`config.mk`:
```
export PLATFORM = sky130hd
export DESIGN_NAME = ir_bus_monitor
export DESIGN_NICKNAME = d
export VERILOG_FILES = /design/src/rtl/ir_bus_monitor_pkg.sv /design/src/rtl/ir_bus_monitor_fifo.sv /design/src/rtl/ir_bus_monitor.sv
export SDC_FILE = /design/constraint.sdc
export NUM_CORES = 1
export LEC_CHECK = 0
export BUFFER_PORTS_ARGS = -buffer_cell sky130_fd_sc_hd__clkbuf_2
export CAP_MARGIN = 20
export CORE_ASPECT_RATIO = 1.1
export CORE_UTILIZATION = 31
export DETAILED_ROUTE_END_ITERATION = 10
export SYNTH_ARGS = -nofsm -noshare
export SYNTH_HDL_FRONTEND = slang
export SYNTH_SLANG_ARGS = --single-unit
```
`constraint.sdc`:
```
create_clock -name clk -period 2.8 [get_ports clk]
set_input_delay 0.28 -clock clk [delete_from_list [all_inputs] [get_ports clk]]
set_output_delay 0.28 -clock clk [all_outputs]
set_load 0.01 [all_outputs]
```
`src/rtl/ir_bus_monitor_pkg.sv`:
```
// Shared constants for the instruction-read bus monitor: error-bit layout and
// transaction id width.
package ir_bus_monitor_pkg;

  localparam int unsigned ERR_OVERFLOW      = 0;
  localparam int unsigned ERR_ORPHAN        = 1;
  localparam int unsigned ERR_ADDR_UNSTABLE = 2;
  localparam int unsigned ERR_DATA_UNSTABLE = 3;
  localparam int unsigned ERR_TIMEOUT       = 4;
  localparam int unsigned ERR_W             = 5;

  localparam int unsigned TXN_ID_W = 16;

endpackage

```
`src/rtl/ir_bus_monitor_fifo.sv`:
```
// Pending-address FIFO: combinational head, push accepted when full only if a
// pop happens in the same cycle.
module monitor_fifo #(
  parameter int unsigned width = 32,
  parameter int unsigned depth = 4
) (
  input  logic                     clk,
  input  logic                     rst,
  input  logic                     push,
  input  logic                     pop,
  input  logic [width-1:0]         wdata,
  output logic [width-1:0]         rdata,
  output logic                     full,
  output logic                     empty,
  output logic [$clog2(depth):0]   count
);

  localparam int unsigned aw = $clog2(depth);
  localparam int unsigned cw = aw + 1;

  logic [width-1:0] mem [depth];
  logic [aw-1:0]    wptr_q, rptr_q;
  logic [cw-1:0]    count_q;
  logic             do_push, do_pop;

  assign full    = (count_q == cw'(depth));
  assign empty   = (count_q == '0);
  assign do_pop  = pop & ~empty;
  assign do_push = push & (~full | do_pop);
  assign rdata   = mem[rptr_q];
  assign count   = count_q;

  always_ff @(posedge clk) begin
    if (do_push) begin
      mem[wptr_q] <= wdata;
    end
  end

  // Pointers wrap naturally because depth is a power of two.
  always_ff @(posedge clk) begin
    if (rst) begin
      wptr_q  <= '0;
      rptr_q  <= '0;
      count_q <= '0;
    end else begin
      if (do_push) wptr_q <= wptr_q + 1'b1;
      if (do_pop)  rptr_q <= rptr_q + 1'b1;
      if (do_push && !do_pop) begin
        count_q <= count_q + 1'b1;
      end else if (!do_push && do_pop) begin
        count_q <= count_q - 1'b1;
      end
    end
  end

endmodule

```
`src/rtl/ir_bus_monitor.sv`:
```
// Passive instruction-read bus monitor: pairs fetch addresses with returned
// words, emits one record per fetch and raises sticky protocol-error flags.
module ir_bus_monitor
  import ir_bus_monitor_pkg::*;
#(
  parameter int unsigned addr_width      = 32,
  parameter int unsigned inst_width      = 32,
  parameter int unsigned max_outstanding = 4,
  parameter int unsigned timeout_cycles  = 64
) (
  input  logic                               clk,
  input  logic                               rst,
  input  logic                               ir_addr_valid,
  input  logic                               ir_addr_ready,
  input  logic [addr_width-1:0]              ir_addr,
  input  logic                               ir_data_valid,
  input  logic                               ir_data_ready,
  input  logic [inst_width-1:0]              ir_data,
  output logic                               txn_valid,
  output logic [addr_width-1:0]              txn_addr,
  output logic [inst_width-1:0]              txn_data,
  output logic [TXN_ID_W-1:0]                txn_id,
  output logic [$clog2(max_outstanding):0]   outstanding,
  output logic                               err_overflow,
  output logic                               err_orphan,
  output logic                               err_addr_unstable,
  output logic                               err_data_unstable,
  output logic                               err_timeout,
  output logic                               err_any
);

  localparam int unsigned tw = $clog2(timeout_cycles + 1);
  localparam logic [tw-1:0] tmo_max = tw'(timeout_cycles);

  logic                  addr_hs, data_hs, push_ok, pop_ok;
  logic                  fifo_full, fifo_empty;
  logic [addr_width-1:0] fifo_head;

  logic                  addr_wait_q, data_wait_q;
  logic [addr_width-1:0] addr_hold_q;
  logic [inst_width-1:0] data_hold_q;
  logic [tw-1:0]         tmo_q, tmo_d;
  logic [ERR_W-1:0]      err_q, err_d;
  logic                  txn_valid_q;
  logic [addr_width-1:0] txn_addr_q;
  logic [inst_width-1:0] txn_data_q;
  logic [TXN_ID_W-1:0]   txn_id_q, seq_q;

  assign addr_hs = ir_addr_valid & ir_addr_ready;
  assign data_hs = ir_data_valid & ir_data_ready;
  // No same-cycle bypass: a pop needs an entry already present.
  assign pop_ok  = data_hs & ~fifo_empty;
  assign push_ok = addr_hs & (~fifo_full | pop_ok);

  monitor_fifo #(
    .width (addr_width),
    .depth (max_outstanding)
  ) u_fifo (
    .clk   (clk),
    .rst   (rst),
    .push  (push_ok),
    .pop   (pop_ok),
    .wdata (ir_addr),
    .rdata (fifo_head),
    .full  (fifo_full),
    .empty (fifo_empty),
    .count (outstanding)
  );

  always_comb begin
    if (data_hs || (outstanding == '0)) begin
      tmo_d = '0;
    end else if (tmo_q == tmo_max) begin
      tmo_d = tmo_q;
    end else begin
      tmo_d = tmo_q + 1'b1;
    end
  end

  always_comb begin
    err_d = err_q;
    err_d[ERR_OVERFLOW]      = err_q[ERR_OVERFLOW] | (addr_hs & ~push_ok);
    err_d[ERR_ORPHAN]        = err_q[ERR_ORPHAN] | (data_hs & fifo_empty);
    err_d[ERR_ADDR_UNSTABLE] = err_q[ERR_ADDR_UNSTABLE] |
                               (addr_wait_q & (!ir_addr_valid || (ir_addr != addr_hold_q)));
    err_d[ERR_DATA_UNSTABLE] = err_q[ERR_DATA_UNSTABLE] |
                               (data_wait_q & (!ir_data_valid || (ir_data != data_hold_q)));
    err_d[ERR_TIMEOUT]       = err_q[ERR_TIMEOUT] | (tmo_d == tmo_max);
  end

  always_ff @(posedge clk) begin
    if (rst) begin
      addr_wait_q <= 1'b0;
      data_wait_q <= 1'b0;
      addr_hold_q <= '0;
      data_hold_q <= '0;
      tmo_q       <= '0;
      err_q       <= '0;
      txn_valid_q <= 1'b0;
      txn_addr_q  <= '0;
      txn_data_q  <= '0;
      txn_id_q    <= '0;
      seq_q       <= '0;
    end else begin
      addr_wait_q <= ir_addr_valid & ~ir_addr_ready;
      data_wait_q <= ir_data_valid & ~ir_data_ready;
      addr_hold_q <= ir_addr;
      data_hold_q <= ir_data;
      tmo_q       <= tmo_d;
      err_q       <= err_d;
      txn_valid_q <= pop_ok;
      if (pop_ok) begin
        txn_addr_q <= fifo_head;
        txn_data_q <= ir_data;
        txn_id_q   <= seq_q;
        seq_q      <= seq_q + 1'b1;
      end
    end
  end

  assign txn_valid         = txn_valid_q;
  assign txn_addr          = txn_addr_q;
  assign txn_data          = txn_data_q;
  assign txn_id            = txn_id_q;
  assign err_overflow      = err_q[ERR_OVERFLOW];
  assign err_orphan        = err_q[ERR_ORPHAN];
  assign err_addr_unstable = err_q[ERR_ADDR_UNSTABLE];
  assign err_data_unstable = err_q[ERR_DATA_UNSTABLE];
  assign err_timeout       = err_q[ERR_TIMEOUT];
  assign err_any           = |err_q;

endmodule

```
==> flow_metrics.tcl, run 1 <==
set metrics [dict create \
    outcome "completed" \
    ys_seq_area_share_pct 65.2 \
    yosys-mux-area-fraction_pct 6.45 \
    antenna_found_initial 1 \
    cts-hold-fix-buffers 4 \
    drt-vias-per-instance 4.51 \
    ys_ff_latch 310 \
    finalNetCount 1172 \
    numClockSinks 310 \
    wl_mm 25.2 \
    max_freq_ghz 0.458 \
    powerDensity_mw_per_mm2 769 \
    finalSetupViolCount 0 \
    cts_tree "done" \
    routedWlPerCell_um 15.7 \
    antenna_cells 0 \
    rows 73 \
    maxCapViolations 0 \
    cp-start-kind "flop" \
    port_buffers 159 \
    period_needed_ps 2180 \
    core-area_mm2 0.0364 \
    grt_pass1_vias 7070 \
    htree_levels 2 \
    drtIter0Drc 293 \
    synthCells 929 \
    cts_resized 0 \
    report.power.total_uw 10700 \
    io_pins 160 \
    synth_fp_nets 1008 \
    grt_use_met3_pct 3.28 \
    tightest_slew_ps 988 \
    met1_usage_pct 17.2 \
    ir_worst_vdd_v 0.000561 \
    dp_hpwl_mm 16.0 \
    synth_compound_area_share_pct 4.36 \
    drc 0 \
    drive_gt1_share_pct 23.9 \
    hold_ws_ps 22.3 \
    globalRouteTotalUtil_pct 13.4 \
    clock_skew_ps 31.4 \
    grt_use_met2_pct 22.1 \
    yosys.area_share.xor_xnor_pct 6.86 \
    cp_data_required_time_ps 3220 \
    start_util_pct 31.6 \
    cts_buffers 34 \
    ys.flop_type "dfxtp_1" \
    cts_max_path_buffers 3 \
    worstPathArrival_ps 2600 \
    clk_latency_ps 520 \
    root_buffer "clkbuf_16" \
    critical_path_class "flop to flop" \
    die_h_um 204 \
    synthAdderAreaFrac_pct 1.05 \
    yosys.cell_types.count 43 \
    die_area_mm2 0.0378 \
    ys_warn_count 0 \
    grt_pass1_wl_mm 38.8 \
    vias 7231 \
    min_period_over_period_pct 77.9 \
    relSlewSlack_pct 34.2 \
    setup_slack_ps 618 \
    avgSynthCellArea_um2 12.4 \
    clk_pin_slew_ps 60 \
    firstDrtPassIters 4 \
    p_leak_uw 0.00512 \
    area_growth_pct 21.5 \
    grt_max_degree 102 \
    hold_path.class "input port to flop" \
    fp.dieW_um 186 \
    finalHoldViolCount 0 \
    post_cts_buffers 0 \
    worst_setup_path_end_kind "flop" \
    rsz0062_at_grt "false" \
    synth_simple_gate_area_share_pct 14.1 \
    place_ws_ps 583 \
    async_flop_share_pct 0 \
    ant_nets 0 \
    drv_slew 0 \
    synth_top_family_by_area "simple AND/OR/NAND/NOR gates" \
    place.gp.congestion 0.752 \
    synth_edf_count 128 \
    grt.busiest_layer "met2" \
    tns_ps 0 \
    grt-ovfl-total 0 \
    synthesis.area_mm2 0.0115 \
    cp_max_fo 47 \
]
synthesized netlist by cell type, types with 13 or more instances:
| cell | count | area [um^2] |
|---|---|---|
| xnor2_1 | 25 | 219 |
| xor2_1 | 65 | 569 |
| dfxtp_1 | 182 | 3640 |
| nand2_1 | 173 | 649 |
| nand4_1 | 13 | 81.3 |
| a21oi_1 | 83 | 415 |
| nor4_1 | 14 | 87.6 |
| clkbuf_1 | 26 | 97.6 |
| nor2b_1 | 64 | 400 |
| nor2_1 | 43 | 161 |
| edfxtp_1 | 128 | 3840 |
| mux4_2 | 32 | 721 |
flip-flops by register name, indices dropped and copies added (netlist names):
| signal | count |
|---|---|
| seq_q | 16 |
| data_hold_q | 32 |
| txn_id | 16 |
| txn_data | 32 |
| u_fifo.count | 3 |
| tmo_q | 7 |
| addr_wait_q | 1 |
| u_fifo.rptr_q | 2 |
| data_wait_q | 1 |
| txn_addr | 32 |
| txn_valid | 1 |
| u_fifo.wptr_q | 2 |
| err_q | 5 |
| addr_hold_q | 32 |
| u_fifo.mem | 128 |
power by group:
part	leakage [uW]	internal, uW	total, uW	switching (uW)
Combinational	0.00192	511	1280	764
Clock	0.000544	2590	4360	1770
Sequential	0.00265	4960	5090	128
Total	0.00511	8060	10700	2670
per-layer routing:
layer,vias up,wire [um]
met4,0,541
met3,40,1570
met5,-,0
met1,3478,11300
met2,178,11800
li1,3535,-
layout by cell type, fill, tap and decap left out, types with 4 or more instances in the layout:
cell type      count
a21oi_1           83
and2_1             4
buf_4             10
clkbuf_1           4
clkbuf_16         34
clkbuf_2         158
clkbuf_8           6
clkinv_2           8
dfxtp_1          181
dlygate4sd3_1      4
edfxtp_1         128
ha_1               8
inv_1              6
mux4_2            32
nand2_1          173
nand3_1            7
nand4_1           13
nor2_1            43
nor2b_1           64
nor3_1             4
nor4_1            14
xnor2_1           25
xor2_1            65
final cells by class:
cell class	count	area (um^2)
fill	3562	22400
multi-input combinational	565	3760
clock inverter	16	156
inverter	7	27.5
sequential	310	7490
clock buffer	44	948
tap	487	609
timing repair buffer	175	957
critical path, stage by stage (launching register included):
cell      delay (ps)
dfxtp_1          380
nor3_2           320
nor2_4            60
clkinv_2          50
buf_4            490
buf_4            500
nand2_1          110
a21oi_1          170
stage by stage:
| stage | cells | utilization, % | area, um^2 |
|---|---|---|---|
| after global placement | 1540 | 35.2 | 12800 |
| after floorplan | 929 | - | 11500 |
| after CTS | 1604 | 38.4 | 14000 |
| after detailed placement | 1540 | 35.2 | 12800 |
| final | 1604 | 38.4 | 14000 |
| after global routing | 1604 | 38.4 | 14000 |
path summary, 6_finish.rpt:
path	startpoint	endpoint	slack (ps)	cells after the start
min	ir_addr[10]	u_fifo.mem[1][10]$_DFFE_PP_	20	1
max reg2reg	u_fifo.count[0]$_SDFFE_PP0P_	txn_id[9]$_SDFFE_PP0P_	620	7
min reg2reg	txn_addr[27]$_SDFFE_PP0P_	txn_addr[27]$_SDFFE_PP0P_	450	2
max	u_fifo.count[0]$_SDFFE_PP0P_	txn_id[9]$_SDFFE_PP0P_	620	7
logic make-up after synthesis:
| kind of cell | count (synthesis) |
|---|---|
| AO/OA/AOI/OAI | 94 |
| flip-flops | 310 |
| AND/OR/NAND/NOR | 338 |
| XOR/XNOR | 90 |
| multiplexers | 34 |
| buffers and inverters | 54 |
| adder cells (fa/ha/maj) | 9 |
Note: power is estimated with default switching activity, not from simulation.
==> inputs of run 2 (changes only) <==
- clock period: 2.8 -> 2 ns (I/O delays scaled with it)
==> flow_metrics.tcl, run 2 (synthesized netlist as in run 1, its figures left out) <==
set metrics [dict create \
    maxCapViolations 0 \
    switching_share_pct 25.2 \
    drt-vias-per-instance 4.50 \
    final_common_cell "dfxtp_1" \
    nFillCells 3499 \
    utilization_pct 40.9 \
    place.gp.congestion 0.771 \
    io_pins 160 \
    drv_slew 0 \
    final_cell_mix "dfxtp_1, nand2_1, clkbuf_2" \
    area_growth_pct 29.4 \
    p_sw_uw 3880 \
    hold_path.class "input port to flop" \
    slowest_stage "dfxtp_4" \
    cp_data_required_time_ps 2420 \
    antenna_found_initial 0 \
    clock_skew_ps 29.0 \
    post_cts_buffers 0 \
    cts_tree "done" \
    max_stage_delay_ps 370 \
    critical_path.reg2reg.startpoint "u_fifo.count[2]$_SDFFE_PP0P_" \
    place_ws_ps -15.3 \
    fp.dieW_um 186 \
    finalNetCount 1250 \
    cts_max_path_buffers 3 \
    drive_gt1_share_pct 23.9 \
    grt-ovfl-total 0 \
    cp-start-kind "flop" \
    cp_num_buf_inv 2 \
    cp_top_family "simple AND/OR/NAND/NOR gates" \
    vias 7588 \
    placed_cell_area_mm2 0.0130 \
    ant_nets 0 \
    stdcell_area_mm2 0.0149 \
    hold_ws_ps 44.7 \
    period_needed_ps 1940 \
    root_buffer "clkbuf_16" \
    largest_reg_flops 128 \
    crit_chain "nor3_4 > nor2_4 > inv_4 > ha_4 > inv_1 > fa_2 > xor2_1 > or3_1 > a21oi_1" \
    htree_levels 2 \
    tightest_slew_ps 547 \
    routedWlPerCell_um 15.6 \
    die_area_mm2 0.0378 \
    powerDensity_mw_per_mm2 1040 \
    ir_worst_vdd_v 0.000740 \
    holdPathEnd "data_hold_q[28]$_SDFF_PP0_" \
    cts_buffers 35 \
    grt_pass1_vias 7643 \
    drtIter0Drc 320 \
    drc 0 \
    rrSetupSlack_ps 60 \
    internal_power_uw 11500 \
    regMostFlops "u_fifo.mem" \
    ff2ff_path_depth 9 \
    r2r_end "u_fifo.count[2]$_SDFFE_PP0P_" \
    setup_slack_ps 62.2 \
    grt_max_degree 88 \
    holdPathStages 2 \
    finalSetupViolCount 0 \
    grt_pass1_wl_mm 41.3 \
    core-area_mm2 0.0364 \
    dp_hpwl_mm 16.9 \
    min_period_over_period_pct 96.9 \
    numClockSinks 310 \
    cp_max_fo 6 \
    antenna_cells 0 \
    clk_pin_slew_ps 60 \
    critical_path_class "flop to flop" \
    port_buffers 159 \
    worst_setup_path_end_kind "flop" \
    globalRouteTotalUtil_pct 14.0 \
    finalHoldViolCount 0 \
    max_freq_ghz 0.516 \
    hp-start "rst" \
    outcome "completed" \
    relSlewSlack_pct 63.2 \
    rows 73 \
    power_frac_comb_pct 13.1 \
    firstDrtPassIters 5 \
    die_h_um 204 \
    worst-path-stages 9 \
    wl_mm 26.3 \
    clk_latency_ps 520 \
    worstPathArrival_ps 2360 \
    start_util_pct 31.6 \
    clockPowerShare_pct 40.5 \
    p_leak_uw 0.00549 \
    power_frac_seq_pct 46.4 \
]
[run 2: cell types whose count changed in the layout (fill, tap and decap cells not counted), sizes merged]
cell	previous run	this run
inv	8	10
clkbuf	202	208
buf	13	28
dlygate4sd3	4	66
clkinvlp	2	1
clkinv	11	8
[run 2: power by group through the flow]
stage	clock, uW	sequential [uW]	combinational (uW)
final	6230	7140	2020
after global routing	6680	7180	2250
after CTS	6420	7140	2050
after detailed placement	0	7270	1930
after global placement	0	7250	1920
after floorplan	0	7320	1110
[run 2: how the worst max path moves through the flow]
stage	slack, ps	endpoint	from
2_1_floorplan	-120	u_fifo.count[2]$_SDFFE_PP0P_	u_fifo.count[1]$_SDFFE_PP0P_
3_3_place_gp	20	u_fifo.count[2]$_SDFFE_PP0P_	ir_addr_valid
3_5_place_dp	-20	u_fifo.count[2]$_SDFFE_PP0P_	ir_addr_valid
4_1_cts	0.3	u_fifo.count[2]$_SDFFE_PP0P_	u_fifo.count[0]$_SDFFE_PP0P_
5_1_grt	-5	u_fifo.count[2]$_SDFFE_PP0P_	u_fifo.count[2]$_SDFFE_PP0P_
6_report	60	u_fifo.count[2]$_SDFFE_PP0P_	u_fifo.count[2]$_SDFFE_PP0P_
[run 2: repair_timing]
item	CTS	global route
gates resized for setup	1	5
pin swaps	1	3
hold buffers	66	0
endpoints found under the setup margin	1	2
endpoints found under the hold margin	212	0
[run 2: metal layers]
metal  wire length, um  vias to the layer above  track usage, %
met5                 0                        -               0
met4               493                        0            3.57
met3              1440                       36            2.92
met2             12800                      182            24.6
met1             11600                     3674            17.4
li1                  -                     3696               -
[run 2: through the flow]
step           std cells  setup TNS (ps)  total power (uW)
6_report            1685               0             15400
3_3_place_gp        1555               0              9170
4_1_cts             1685               0             15600
2_1_floorplan        929            -117              8430
5_1_grt             1685           -5.05             16100
3_5_place_dp        1555           -15.3              9210
[run 2: cell type report]
type | instances | area [um^2] | share of cell area [%]
flip-flops and latches | 310 | 7500 | 50.5
inverters | 7 | 28.8 | 0.194
clock buffers | 50 | 962 | 6.48
repair buffers | 252 | 1790 | 12.1
clock inverters | 14 | 171 | 1.15
multi-input cells | 565 | 3800 | 25.6
well taps | 487 | 609 | 4.10
==> inputs of run 3 (changes only) <==
- clock period: 2 -> 1.9 ns (I/O delays scaled with it)
==> flow_metrics.tcl, run 3 (synthesized netlist as in run 1, its figures left out) <==
set metrics [dict create \
    drc 0 \
    antenna_cells 0 \
    period_needed_ps 1910 \
    holdPathEnd "addr_wait_q$_SDFF_PP0_" \
    rrSetupSlack_ps 10 \
    ant_nets 0 \
    final_common_cell "dfxtp_1" \
    core-area_mm2 0.0364 \
    cp-start-kind "input port" \
    port_buffers 159 \
    relSlewSlack_pct 61.8 \
    largest_reg_flops 128 \
    vias 7521 \
    root_buffer "clkbuf_16" \
    violations "negative setup slack" \
    dp_cells 1558 \
    finalNetCount 1254 \
    fp.dieW_um 186 \
    drt-vias-per-instance 4.47 \
    tightest_slew_ps 567 \
    grt_pass1_wl_mm 40.5 \
    finalHoldViolCount 0 \
    dp_hpwl_mm 16.0 \
    outcome "complete, but fails checks" \
    cts_buffers 34 \
    hold_path.class "input port to flop" \
    placed_cell_area_mm2 0.0130 \
    max_freq_ghz 0.523 \
    cp_data_required_time_ps 2350 \
    stdcell_area_mm2 0.0148 \
    grt-ovfl-total 0 \
    critical_path.reg2reg.startpoint "u_fifo.count[2]$_SDFFE_PP0P_" \
    ir_worst_vdd_v 0.000720 \
    die_h_um 204 \
    globalRouteTotalUtil_pct 13.9 \
    cts_tree "done" \
    critical_path_class "input port to flop" \
    hp-start "ir_addr_valid" \
    htree_levels 2 \
    holdPathStages 3 \
    r2r_end "u_fifo.count[2]$_SDFFE_PP0P_" \
    cts_max_path_buffers 3 \
    tns_ps -13.5 \
    clk_latency_ps 530 \
    p_leak_uw 0.00551 \
    worstPathArrival_ps 2360 \
    hold_ws_ps 76.2 \
    grt_max_degree 88 \
    routedWlPerCell_um 15.5 \
    place.gp.congestion 0.739 \
    cp_max_fo 3 \
    clock_skew_ps 20.3 \
    drv_slew 0 \
    maxCapViolations 0 \
    die_area_mm2 0.0378 \
    numClockSinks 310 \
    rsz0062_at_grt "true" \
    finalSetupViolCount 1 \
    drive_gt1_share_pct 24.5 \
    regMostFlops "u_fifo.mem" \
    drtIter0Drc 288 \
    area_growth_pct 29.2 \
    clk_pin_slew_ps 60 \
    io_pins 160 \
    min_period_over_period_pct 101 \
    rows 73 \
    powerDensity_mw_per_mm2 1090 \
    wl_mm 26.2 \
    grt_pass1_vias 7382 \
    start_util_pct 31.6 \
    antenna_found_initial 0 \
    ff2ff_path_depth 9 \
    setup_slack_ps -13.5 \
    final_cells 1684 \
    firstDrtPassIters 4 \
    worst_setup_path_end_kind "flop" \
    final_cell_mix "dfxtp_1, nand2_1, clkbuf_2" \
]
[run 3: cell types whose count changed in the layout (fill, tap and decap cells not counted)]
cell,before,now
clkbuf_1,12,5
clkinv_4,1,0
bufinv_16,2,3
buf_12,10,7
clkbuf_4,0,1
buf_4,17,25
clkbuf_16,35,34
clkinv_1,2,1
inv_6,3,2
clkinv_8,1,0
inv_16,0,1
clkinv_2,3,6
[run 3: how the worst max path moves through the flow]
| stage | start | to | slack (ps) | cells past startpoint |
|---|---|---|---|---|
| after floorplan | u_fifo.count[1]$_SDFFE_PP0P_ | u_fifo.count[2]$_SDFFE_PP0P_ | -220 | 10 |
| after global placement | ir_addr_valid | u_fifo.count[2]$_SDFFE_PP0P_ | -50 | 9 |
| after detailed placement | ir_addr_ready | u_fifo.count[2]$_SDFFE_PP0P_ | -120 | 9 |
| after CTS | u_fifo.count[0]$_SDFFE_PP0P_ | u_fifo.count[2]$_SDFFE_PP0P_ | 1 | 9 |
| after global routing | u_fifo.count[2]$_SDFFE_PP0P_ | u_fifo.count[2]$_SDFFE_PP0P_ | -80 | 9 |
| final | ir_data_ready | u_fifo.count[2]$_SDFFE_PP0P_ | -10 | 10 |
[run 3: what timing repair did]
action,4_1_cts,5_1_grt
setup endpoints to repair,1,1
resized for setup,2,4
pin swaps,4,2
hold buffers,66,0
endpoints found under the hold margin,223,0
buffers inserted,1,1
[run 3: through the flow]
| step | power (uW) | util (%) | setup WS [ps] |
|---|---|---|---|
| floorplan | 8880 | - | -217 |
| global placement | 9650 | 35.8 | -52.0 |
| detailed placement | 9690 | 35.8 | -117 |
| CTS | 16500 | 40.7 | 1.30 |
| global route | 17000 | 40.8 | -81.5 |
| finish | 16200 | 40.8 | -13.5 |
[run 3: critical path: stages]
cell           delay (ps)
dlygate4sd3_1         530
clkbuf_2              120
nand2_2               120
a31oi_4               260
ha_4                  160
inv_1                  40
fa_2                  330
xor2_1                150
or3_1                 310
a21oi_1               150
[run 3: metal layers]
layer / vias to the layer above / routed length, um / track usage (%)
met5: - / 0 / 0
met4: 0 / 489 / 3.81
met3: 33 / 1590 / 3.53
met2: 180 / 12500 / 23.5
met1: 3612 / 11600 / 17.5
li1: 3696 / - / -
[run 3: power by group]
group / internal, uW / total, uW / switching [uW]
combinational: 951 / 2150 / 1200
sequential: 7310 / 7500 / 184
clock: 3880 / 6580 / 2700
total: 12100 / 16200 / 4080
[run 3: layout make-up]
cell class,count,area [um^2]
clock buffer,43,918
multi-input combinational,565,3800
timing repair buffer,257,1790
clock inverter,15,199
fill,3465,21500
sequential,310,7500
inverter,7,28.8
tap,487,609
